==> config.mk <==
export PLATFORM = sky130hd
export DESIGN_NAME = edram_writeback
export DESIGN_NICKNAME = d
export VERILOG_FILES = /design/src/rtl/edram_writeback.sv
export SDC_FILE = /design/constraint.sdc
export NUM_CORES = 1
export LEC_CHECK = 0
export BUFFER_PORTS_ARGS = -buffer_cell sky130_fd_sc_hd__clkbuf_2
export CAP_MARGIN = 0
export CORE_UTILIZATION = 57
export DETAILED_ROUTE_END_ITERATION = 16
export PLACE_DENSITY = 0.82
export SLEW_MARGIN = 25
export SYNTH_ARGS = -nofsm -noshare
export SYNTH_HDL_FRONTEND = slang
export SYNTH_SLANG_ARGS = --single-unit
==> constraint.sdc <==
create_clock -name clk -period 9.7 [get_ports clk]
set_input_delay 0 -clock clk [delete_from_list [all_inputs] [get_ports clk]]
set_output_delay 0 -clock clk [all_outputs]
set_load 0.1 [all_outputs]
==> src/rtl/edram_writeback.sv <==
// edram_writeback: write-back end of the node output path.
// A PIPE_LAT-deep delay of i_nfu3_issue marks the cycles when i_to_edram holds a
// final result. Those words are pushed into a DEPTH-entry FIFO and drained to the
// eDRAM write port at sequential addresses starting from the job's base address.
// Optional feature macro: EDRAM_WB_RELU_EN clamps negative lanes to zero at capture.
module edram_writeback #(
    parameter int N          = 16,
    parameter int TN         = 16,
    parameter int DEPTH      = 4,
    parameter int ADDR_WIDTH = 16,
    parameter int CNT_WIDTH  = 16,
    parameter int PIPE_LAT   = 3
) (
    input  logic                  clk,
    input  logic                  rst_n,
    input  logic                  i_start,
    input  logic [ADDR_WIDTH-1:0] i_base_addr,
    input  logic [CNT_WIDTH-1:0]  i_num_outputs,
    input  logic                  i_nfu3_issue,
    input  logic [N*TN-1:0]       i_to_edram,
    output logic                  o_wr_valid,
    input  logic                  i_wr_ready,
    output logic [ADDR_WIDTH-1:0] o_wr_addr,
    output logic [N*TN-1:0]       o_wr_data,
    output logic                  o_busy,
    output logic                  o_done,
    output logic                  o_overflow
);

    localparam int W  = N * TN;
    localparam int PW = $clog2(DEPTH);

    localparam logic [PW:0]           CNT_ONE   = (PW + 1)'(1);
    localparam logic [PW:0]           CNT_DEPTH = (PW + 1)'(DEPTH);
    localparam logic [PW-1:0]         PTR_ONE   = PW'(1);
    localparam logic [ADDR_WIDTH-1:0] ADDR_ONE  = ADDR_WIDTH'(1);
    localparam logic [CNT_WIDTH-1:0]  CAP_ONE   = CNT_WIDTH'(1);

    typedef enum logic [1:0] {
        S_IDLE,
        S_RUN,
        S_DRAIN,
        S_DONE
    } state_t;

    state_t state_q, state_d;

    logic [PIPE_LAT-1:0]   issue_dly_q;
    logic                  delayed_issue;
    logic [CNT_WIDTH-1:0]  num_q;
    logic [CNT_WIDTH-1:0]  captured_q;
    logic [ADDR_WIDTH-1:0] addr_q;
    logic                  overflow_q;

    logic [W-1:0]          mem [DEPTH];
    logic [PW-1:0]         wr_ptr_q, rd_ptr_q;
    logic [PW:0]           count_q, count_d;
    logic                  valid_q;

    logic                  start_job;
    logic                  capture;
    logic                  fifo_full;
    logic                  pop;
    logic                  push;
    logic                  drop;
    logic [W-1:0]          cap_word;

    assign delayed_issue = issue_dly_q[PIPE_LAT-1];
    assign start_job     = (state_q == S_IDLE) && i_start;
    assign capture       = (state_q == S_RUN) && delayed_issue && (captured_q < num_q);
    assign fifo_full     = (count_q == CNT_DEPTH);
    assign pop           = valid_q && i_wr_ready;
    // A full FIFO still accepts a word when the head leaves in the same cycle.
    assign push          = capture && (!fifo_full || pop);
    assign drop          = capture && fifo_full && !pop;

`ifdef EDRAM_WB_RELU_EN
    // Clamp each negative lane to zero before it is stored.
    always_comb begin
        cap_word = i_to_edram;
        for (int l = 0; l < TN; l++) begin
            if (i_to_edram[l*N + N - 1]) begin
                cap_word[l*N +: N] = '0;
            end
        end
    end
`else
    assign cap_word = i_to_edram;
`endif

    // Issue delay line: shifts in every state so its timing never depends on the FSM.
    // NOTE: sequential state uses non-blocking assignments so all flops update together.
    always_ff @(posedge clk or negedge rst_n) begin
        if (!rst_n) begin
            issue_dly_q <= '0;
        end else begin
            issue_dly_q <= (issue_dly_q << 1) | PIPE_LAT'(i_nfu3_issue);
        end
    end

    // FSM state register.
    always_ff @(posedge clk or negedge rst_n) begin
        if (!rst_n) begin
            state_q <= S_IDLE;
        end else begin
            state_q <= state_d;
        end
    end

    // FSM next state and status outputs.
    // NOTE: every output of this block gets a default first, so no latch is inferred.
    always_comb begin
        state_d = state_q;
        o_busy  = 1'b1;
        o_done  = 1'b0;
        case (state_q)
            S_IDLE: begin
                o_busy = 1'b0;
                if (i_start) state_d = S_RUN;
            end
            S_RUN: begin
                if (captured_q == num_q) state_d = S_DRAIN;
            end
            S_DRAIN: begin
                if (count_q == '0) state_d = S_DONE;
            end
            S_DONE: begin
                o_done  = 1'b1;
                state_d = S_IDLE;
            end
            default: state_d = S_IDLE;
        endcase
    end

    // Job bookkeeping: capture count and sticky overflow, both reset by a new job.
    always_ff @(posedge clk or negedge rst_n) begin
        if (!rst_n) begin
            num_q      <= '0;
            captured_q <= '0;
            overflow_q <= 1'b0;
        end else if (start_job) begin
            num_q      <= i_num_outputs;
            captured_q <= '0;
            overflow_q <= 1'b0;
        end else begin
            if (capture) captured_q <= captured_q + CAP_ONE;
            if (drop)    overflow_q <= 1'b1;
        end
    end

    // Write address: loaded from the base, advanced only by accepted writes.
    always_ff @(posedge clk or negedge rst_n) begin
        if (!rst_n) begin
            addr_q <= '0;
        end else if (start_job) begin
            addr_q <= i_base_addr;
        end else if (pop) begin
            addr_q <= addr_q + ADDR_ONE;
        end
    end

    // FIFO occupancy after this cycle's push/pop.
    always_comb begin
        count_d = count_q;
        case ({push, pop})
            2'b10:   count_d = count_q + CNT_ONE;
            2'b01:   count_d = count_q - CNT_ONE;
            default: count_d = count_q;
        endcase
    end

    // FIFO storage.
    // NOTE: the data array is not reset; pointers and count define which entries are live.
    always_ff @(posedge clk) begin
        if (push) mem[wr_ptr_q] <= cap_word;
    end

    // FIFO pointers, occupancy and the registered write-valid flag.
    always_ff @(posedge clk or negedge rst_n) begin
        if (!rst_n) begin
            wr_ptr_q <= '0;
            rd_ptr_q <= '0;
            count_q  <= '0;
            valid_q  <= 1'b0;
        end else begin
            if (push) wr_ptr_q <= wr_ptr_q + PTR_ONE;
            if (pop)  rd_ptr_q <= rd_ptr_q + PTR_ONE;
            count_q <= count_d;
            valid_q <= (count_d != '0);
        end
    end

    assign o_wr_valid = valid_q;
    assign o_wr_addr  = addr_q;
    // Data is forced to zero while idle so stale storage never shows on the port.
    assign o_wr_data  = valid_q ? mem[rd_ptr_q] : '0;
    assign o_overflow = overflow_q;

endmodule

After elaboration in Yosys (flattened, before gate mapping)
Memory sizes are Yosys's and may differ from the RTL's.
Index checks and enable logic that the tools add are counted.
{"block": "op_classes", "magnitude_cmp": 1, "eq_ne": 10, "n_mux": 16, "add_sub_neg": 6, "n_reduce_logical": 17, "n_bitwise": 1}
{"operator": "$mux W256", "n": 1}
{"operator": "$mux W16", "n": 4}
{"operator": "$add A16 B1 Y16 const B", "n": 2}
{"operator": "$eq A16 B16 Y1", "n": 1}
{"operator": "$lt A16 B16 Y1", "n": 1}
{"operator": "$pmux W2 S4", "n": 1}
{"operator": "$logic_and A1 B1 Y1", "n": 7}
{"operator": "$eq A2 B2 Y1 const B", "n": 3}
{"operator": "$mux W1", "n": 6}
{"operator": "$mux W2", "n": 3}
{"operator": "$pmux W3 S2", "n": 1}
{"operator": "$reduce_bool A2 Y1", "n": 3}
{"operator": "$add A2 B1 Y2 const B", "n": 2}
{"operator": "$eq A2 B1 Y1 const B", "n": 2}
{"operator": "$ne A2 B2 Y1 const B", "n": 2}
{"operator": "$add A3 B1 Y3 const B", "n": 1}
{"operator": "$eq A3 B3 Y1 const B", "n": 1}
{"operator": "$logic_not A3 Y1", "n": 1}
{"operator": "$or A3 B1 Y3", "n": 1}
{"operator": "$reduce_and A3 Y1", "n": 1}
{"operator": "$reduce_bool A3 Y1", "n": 1}
{"operator": "$sub A3 B1 Y3 const B", "n": 1}
{"operator": "$logic_not A1 Y1", "n": 2}
{"operator": "$logic_not A2 Y1", "n": 1}
{"operator": "2 further kinds", "n": 2}
{"block": "word_totals", "in_bits": 293, "mem_bits_rw": 1024, "elab_cells": 62, "n_memories": 1, "ff_bits": 62}
{"memory": "mem", "depth": 4, "width": 256, "rd": 1, "rd_ports_with_merged_regs": 0, "write_ports": 1, "line": "55", "source": "logic [W-1:0] mem [DEPTH];"}

Logic depth before layout (Yosys ltp)
{"block": "depth", "word_depth": 7, "ltp_mapped": 11, "depth_no_buf": 11}

Worst setup path after synthesis
OpenSTA, ideal clock, no wires.
{"block": "synth_timing", "path_type": "register to register", "start": "register captured_q[7]", "end": "memory mem[0][0] in the netlist's numbering (enable)", "path_stages_with_launch": 8, "synth_period_minus_slack_ns": 8.375, "setup_slack_ns": 1.325, "t_arrival_ns": 7.724, "path_buffers": 1, "path_cell_list": "dfrtp_1 -> ha_1 -> a21oi_1 -> o21ai_1 -> a211o_1 -> nor3_1 -> buf_2 -> and3_1"}
{"block": "synth_between", "elab_chain_len": 5}
{"item": "start: declaration", "line": "51", "source": "logic [CNT_WIDTH-1:0] captured_q;"}
{"item": "start signal: assignment", "line": "146", "source": "if (capture) captured_q <= captured_q + CAP_ONE;"}
{"item": "$lt A16 B16 Y1", "line": "70", "source": "assign capture = (state_q == S_RUN) && delayed_issue && (captured_q < num_q);"}
{"item": "$logic_and A1 B1 Y1", "line": "70"}
{"item": "$logic_and A1 B1 Y1", "line": "74", "source": "assign push = capture && (!fifo_full || pop);"}
{"item": "$mux W1", "line": "175", "source": "if (push) mem[wr_ptr_q] <= cap_word;"}
{"item": "$mux W1 (not written as such)", "line": "175"}
{"item": "end: declaration", "line": "55"}
No other way between the ends.

Worst setup path after layout
{"block": "layout_timing", "start": "register rd_ptr_q[0]", "end": "output port o_wr_data[175]"}
{"block": "layout_between", "elab_chain_len": 2}
{"item": "start: declaration", "line": "56", "source": "logic [PW-1:0] wr_ptr_q, rd_ptr_q;"}
{"item": "start signal: assignment", "line": "187", "source": "if (pop) rd_ptr_q <= rd_ptr_q + PTR_ONE;"}
{"item": "$mem_v2 Z4 W256"}
{"item": "$mux W256", "line": "196", "source": "assign o_wr_data = valid_q ? mem[rd_ptr_q] : '0;"}
{"item": "end: declaration", "line": "24", "source": "output logic [N*TN-1:0] o_wr_data,"}
No other way between the ends.

==> impl_metrics.sql <==
INSERT INTO impl_metrics (metric_group, metric, value, unit) VALUES
('hold_path', 'worst_hold_path_type', 'input port to asynchronous set/reset pin', ''),
('sta', 'final_setup_violation_count', '0', ''),
('final_layout', 'layout_commonest_cell', 'sky130_fd_sc_hd__edfxtp_1', ''),
('sta', 'max_freq', '237', 'MHz'),
('sta', 'timing.final.max_slew_violations', '0', ''),
('grt', 'grt_start_max_net_pins', '152', ''),
('clocking', 'tritoncts', 'done', ''),
('logic_synthesis', 'post_synth_instance_area', '41900', 'µm²'),
('final_layout', 'design_area', '52100', 'µm²'),
('logic_synthesis', 'async_flop_share', '5.71', '%'),
('sta', 'slew_of_the_pin_with_the_lowest_slew_margin', '1.08', 'ns'),
('clocking', 'clock_tree.buffer_depth', '3', ''),
('grt', 'wire_length_of_the_first_global_routing_pass', '157000', 'µm'),
('logic_synthesis', 'synth-seq-area-share', '77.1', '%'),
('setup_path', 'start_to_end_type_of_the_worst_setup_path', 'flip-flop to output port', ''),
('route', 'drt-wirelength-per-cell', '27.1', 'µm'),
('final_layout', 'area_growth', '24.4', '%'),
('route', 'wl_met2', '56000', 'µm'),
('route', 'detail_route.drc_violations', '0', ''),
('placed_design', 'place.detailed.hpwl', '55600', 'µm'),
('logic_synthesis', 'synth.ff_latch_count', '1086', ''),
('floorplanning', 'fp.dieW', '273', 'µm'),
('clocking', 'cts_setup_buffers', '0', ''),
('placed_design', 'place.gp.congestion', '0.852', ''),
('route', 'dr.first_iter.drc_count', '2255', ''),
('final_layout', 'fin_util', '71.6', '%'),
('clocking', 'h_tree_levels', '3', ''),
('grt', 'grt.overflow.total', '0', ''),
('placed_design', 'postPlaceCellArea', '45800', 'µm²'),
('sta', 'worst_slew_margin_rel', '28.0', '%'),
('route', 'first_pass_iters', '5', ''),
('job', 'drv_cap', '0', ''),
('clocking', 'numClockSinks', '1086', ''),
('sta', 'setup_repair_after_global_routing_missed_its_margin', 'no', ''),
('logic_synthesis', 'synthesis.area_per_instance', '21.1', 'µm²'),
('sta', 'finalHoldViolations', '0', ''),
('final_layout', 'final.fill_count', '4015', ''),
('sta', 'hold_ws', '0.0718', 'ns'),
('route', 'wirelength_met1', '36000', 'µm'),
('clocking', 'clkSlewWorstSetupHoldPaths', '0.06', 'ns'),
('floorplanning', 'boundaryPins', '569', ''),
('grt', 'antenna_found_initial', '13', ''),
('grt', 'grt_pass1_vias', '24900', ''),
('setup_path', 'crit_path_max_fo', '109', ''),
('clocking', 'ctsRootBufferMaster', 'sky130_fd_sc_hd__clkbuf_16', ''),
('logic_synthesis', 'yosysWarningCount', '0', ''),
('sta', 'skew', '0.0447', 'ns'),
('setup_path', 'start_kind', 'flip-flop', ''),
('clocking', 'numCtsBuffers', '105', ''),
('route', 'detailroute.via_count', '23500', ''),
('floorplanning', 'fp_rows', '99', ''),
('final_layout', 'fin_nets', '3196', ''),
('logic_synthesis', 'yosysUniqueCellTypes', '51', ''),
('floorplanning', 'initial_core_util', '57.5', '%'),
('route', 'routed.top_layer', 'met5', ''),
('placed_design', 'portBuffers', '568', ''),
('logic_synthesis', 'mappedNetlistNets', '2310', ''),
('setup_path', 'end_kind', 'output port', ''),
('clocking', 'post_cts.resized_instances', '0', ''),
('logic_synthesis', 'synth-edff-count', '1024', ''),
('logic_synthesis', 'dominantRegCellSynth', 'sky130_fd_sc_hd__edfxtp_1', ''),
('clocking', 'clock_latency', '0.68', 'ns'),
('final_layout', 'mostFrequentLayoutCells', '1024 x sky130_fd_sc_hd__edfxtp_1, 568 x sky130_fd_sc_hd__clkbuf_2, 293 x sky130_fd_sc_hd__dlygate4sd3_1', ''),
('route', 'route.antenna.remaining_nets', '0', ''),
('sta', 'min_period_over_period', '43.6', '%'),
('floorplanning', 'die_h', '273', 'µm'),
('run_status', 'result_of_the_run', 'finished clean', ''),
('sta', 'final.min_clock_period', '4.23', 'ns'),
('route', 'met3WireLength', '9420', 'µm'),
('floorplanning', 'coreArea', '72800', 'µm²'),
('grt', 'globalRouteTotalUtil', '28.6', '%'),
('floorplanning', 'die_footprint', '74600', 'µm²'),
('final_layout', 'drive_gt1_share', '33.6', '%'),
('setup_path', 'critical_path_arrival', '4.23', 'ns'),
('sta', 'tns', '0', 'ns'),
('setup_path', 'cp_data_required_time', '9.70', 'ns'),
('logic_synthesis', 'syn_inst', '1989', ''),
('setup_path', 'r2r_slack', '5.73', 'ns'),
('route', 'viasPerCell', '5.97', ''),
('route', 'route.final.wire_length', '107000', 'µm');
[flip-flops by register name, summed over array words and instances (netlist names), 2 cells and up]
register	flops
state_q	2
rd_ptr_q	2
o_wr_addr	16
count_q	3
mem	1024
wr_ptr_q	2
num_q	16
issue_dly_q	3
captured_q	16
[metal layers]
layer  vias up  GRT usage, %
met2      1363          49.4
met4        10          12.8
met3       325          6.87
li1       9784             -
met1     12000          34.0
met5         -             0
[logic make-up (layout without fill, tap and decap cells)]
kind of cell,Yosys count,in the layout,share of synthesized area (%)
fa+ha+maj,28,28,0.854
flops,1086,1086,77.1
other cells,0,10,0
simple gates,389,389,5.38
buf+inv,128,1102,1.25
mux,259,259,13.8
compound gates,76,76,1.11
xor+xnor,23,23,0.481
[critical path, cell delays in order, from the launching register on]
cell and delay [ns]:
sky130_fd_sc_hd__dfrtp_4 0.81, sky130_fd_sc_hd__buf_4 0.60, sky130_fd_sc_hd__buf_12 0.69, sky130_fd_sc_hd__mux4_2 0.60, sky130_fd_sc_hd__and2_1 0.22, sky130_fd_sc_hd__clkbuf_2 0.41
[final timing paths]
check,cells after the start,start,end
max in group asynchronous,3,rst_n,o_wr_valid
worst max register to register,9,captured_q[10],mem[3][150]
worst min register to register,0,issue_dly_q[1],issue_dly_q[2]
worst max-delay path,5,rd_ptr_q[0],o_wr_data[175]
worst min-delay path,3,rst_n,o_wr_addr[13]
min in group clk,2,i_nfu3_issue,issue_dly_q[0]
[area by class of cell]
class | instances | area (µm²) | area share (%)
flip-flops and latches | 1086 | 32300 | 62.0
multi-input cells | 775 | 9100 | 17.5
repair buffers | 879 | 6020 | 11.5
clock buffers | 138 | 2780 | 5.34
well taps | 959 | 1200 | 2.30
clock inverters | 57 | 582 | 1.12
inverters | 28 | 105 | 0.202
diodes | 10 | 25.0 | 0.0480
[per-stage QoR]
stage / instances / worst slack, ns
2_1_floorplan: 1989 / 1.32
3_3_place_gp: 3433 / 5.76
3_5_place_dp: 3433 / 5.76
4_1_cts: 3921 / 5.37
5_1_grt: 3929 / 5.17
6_report: 3932 / 5.47
[repair_timing]
action | 4_1_cts | 5_1_grt
hold endpoints to repair | 1125 | 0
hold buffers | 293 | 0
setup endpoints to repair | 0 | 0
[synthesized netlist by cell type, types with 2 or more instances]
library cell	count	share of area (%)
sky130_fd_sc_hd__edfxtp_1	1024	73
sky130_fd_sc_hd__and2_1	259	3.9
sky130_fd_sc_hd__mux4_2	256	14
sky130_fd_sc_hd__clkbuf_1	67	0.60
sky130_fd_sc_hd__dfrtp_1	62	3.7
sky130_fd_sc_hd__nand2_1	56	0.50
sky130_fd_sc_hd__o21ai_0	35	0.42
sky130_fd_sc_hd__inv_1	28	0.25
sky130_fd_sc_hd__buf_2	27	0.32
sky130_fd_sc_hd__ha_1	27	0.81
sky130_fd_sc_hd__nor2_1	16	0.14
sky130_fd_sc_hd__xnor2_1	14	0.29
sky130_fd_sc_hd__a21oi_1	13	0.16
sky130_fd_sc_hd__nand4_1	13	0.19
sky130_fd_sc_hd__nand3_1	11	0.13
sky130_fd_sc_hd__xor2_1	9	0.19
sky130_fd_sc_hd__and3_1	7	0.10
sky130_fd_sc_hd__buf_1	5	0.045
sky130_fd_sc_hd__nand2b_1	5	0.075
sky130_fd_sc_hd__nor3_1	5	0.060
sky130_fd_sc_hd__nor4_1	4	0.060
sky130_fd_sc_hd__o21a_1	4	0.072
sky130_fd_sc_hd__or3_1	4	0.060
sky130_fd_sc_hd__a31oi_1	3	0.045
sky130_fd_sc_hd__and4_1	3	0.063
sky130_fd_sc_hd__o41ai_1	3	0.063
sky130_fd_sc_hd__mux2i_1	2	0.048
sky130_fd_sc_hd__o311ai_0	2	0.042
sky130_fd_sc_hd__o31a_1	2	0.042
sky130_fd_sc_hd__o31ai_1	2	0.036
Power is not shown: default switching activity piles up to over one toggle a cycle in this logic, so the estimate is an artifact.
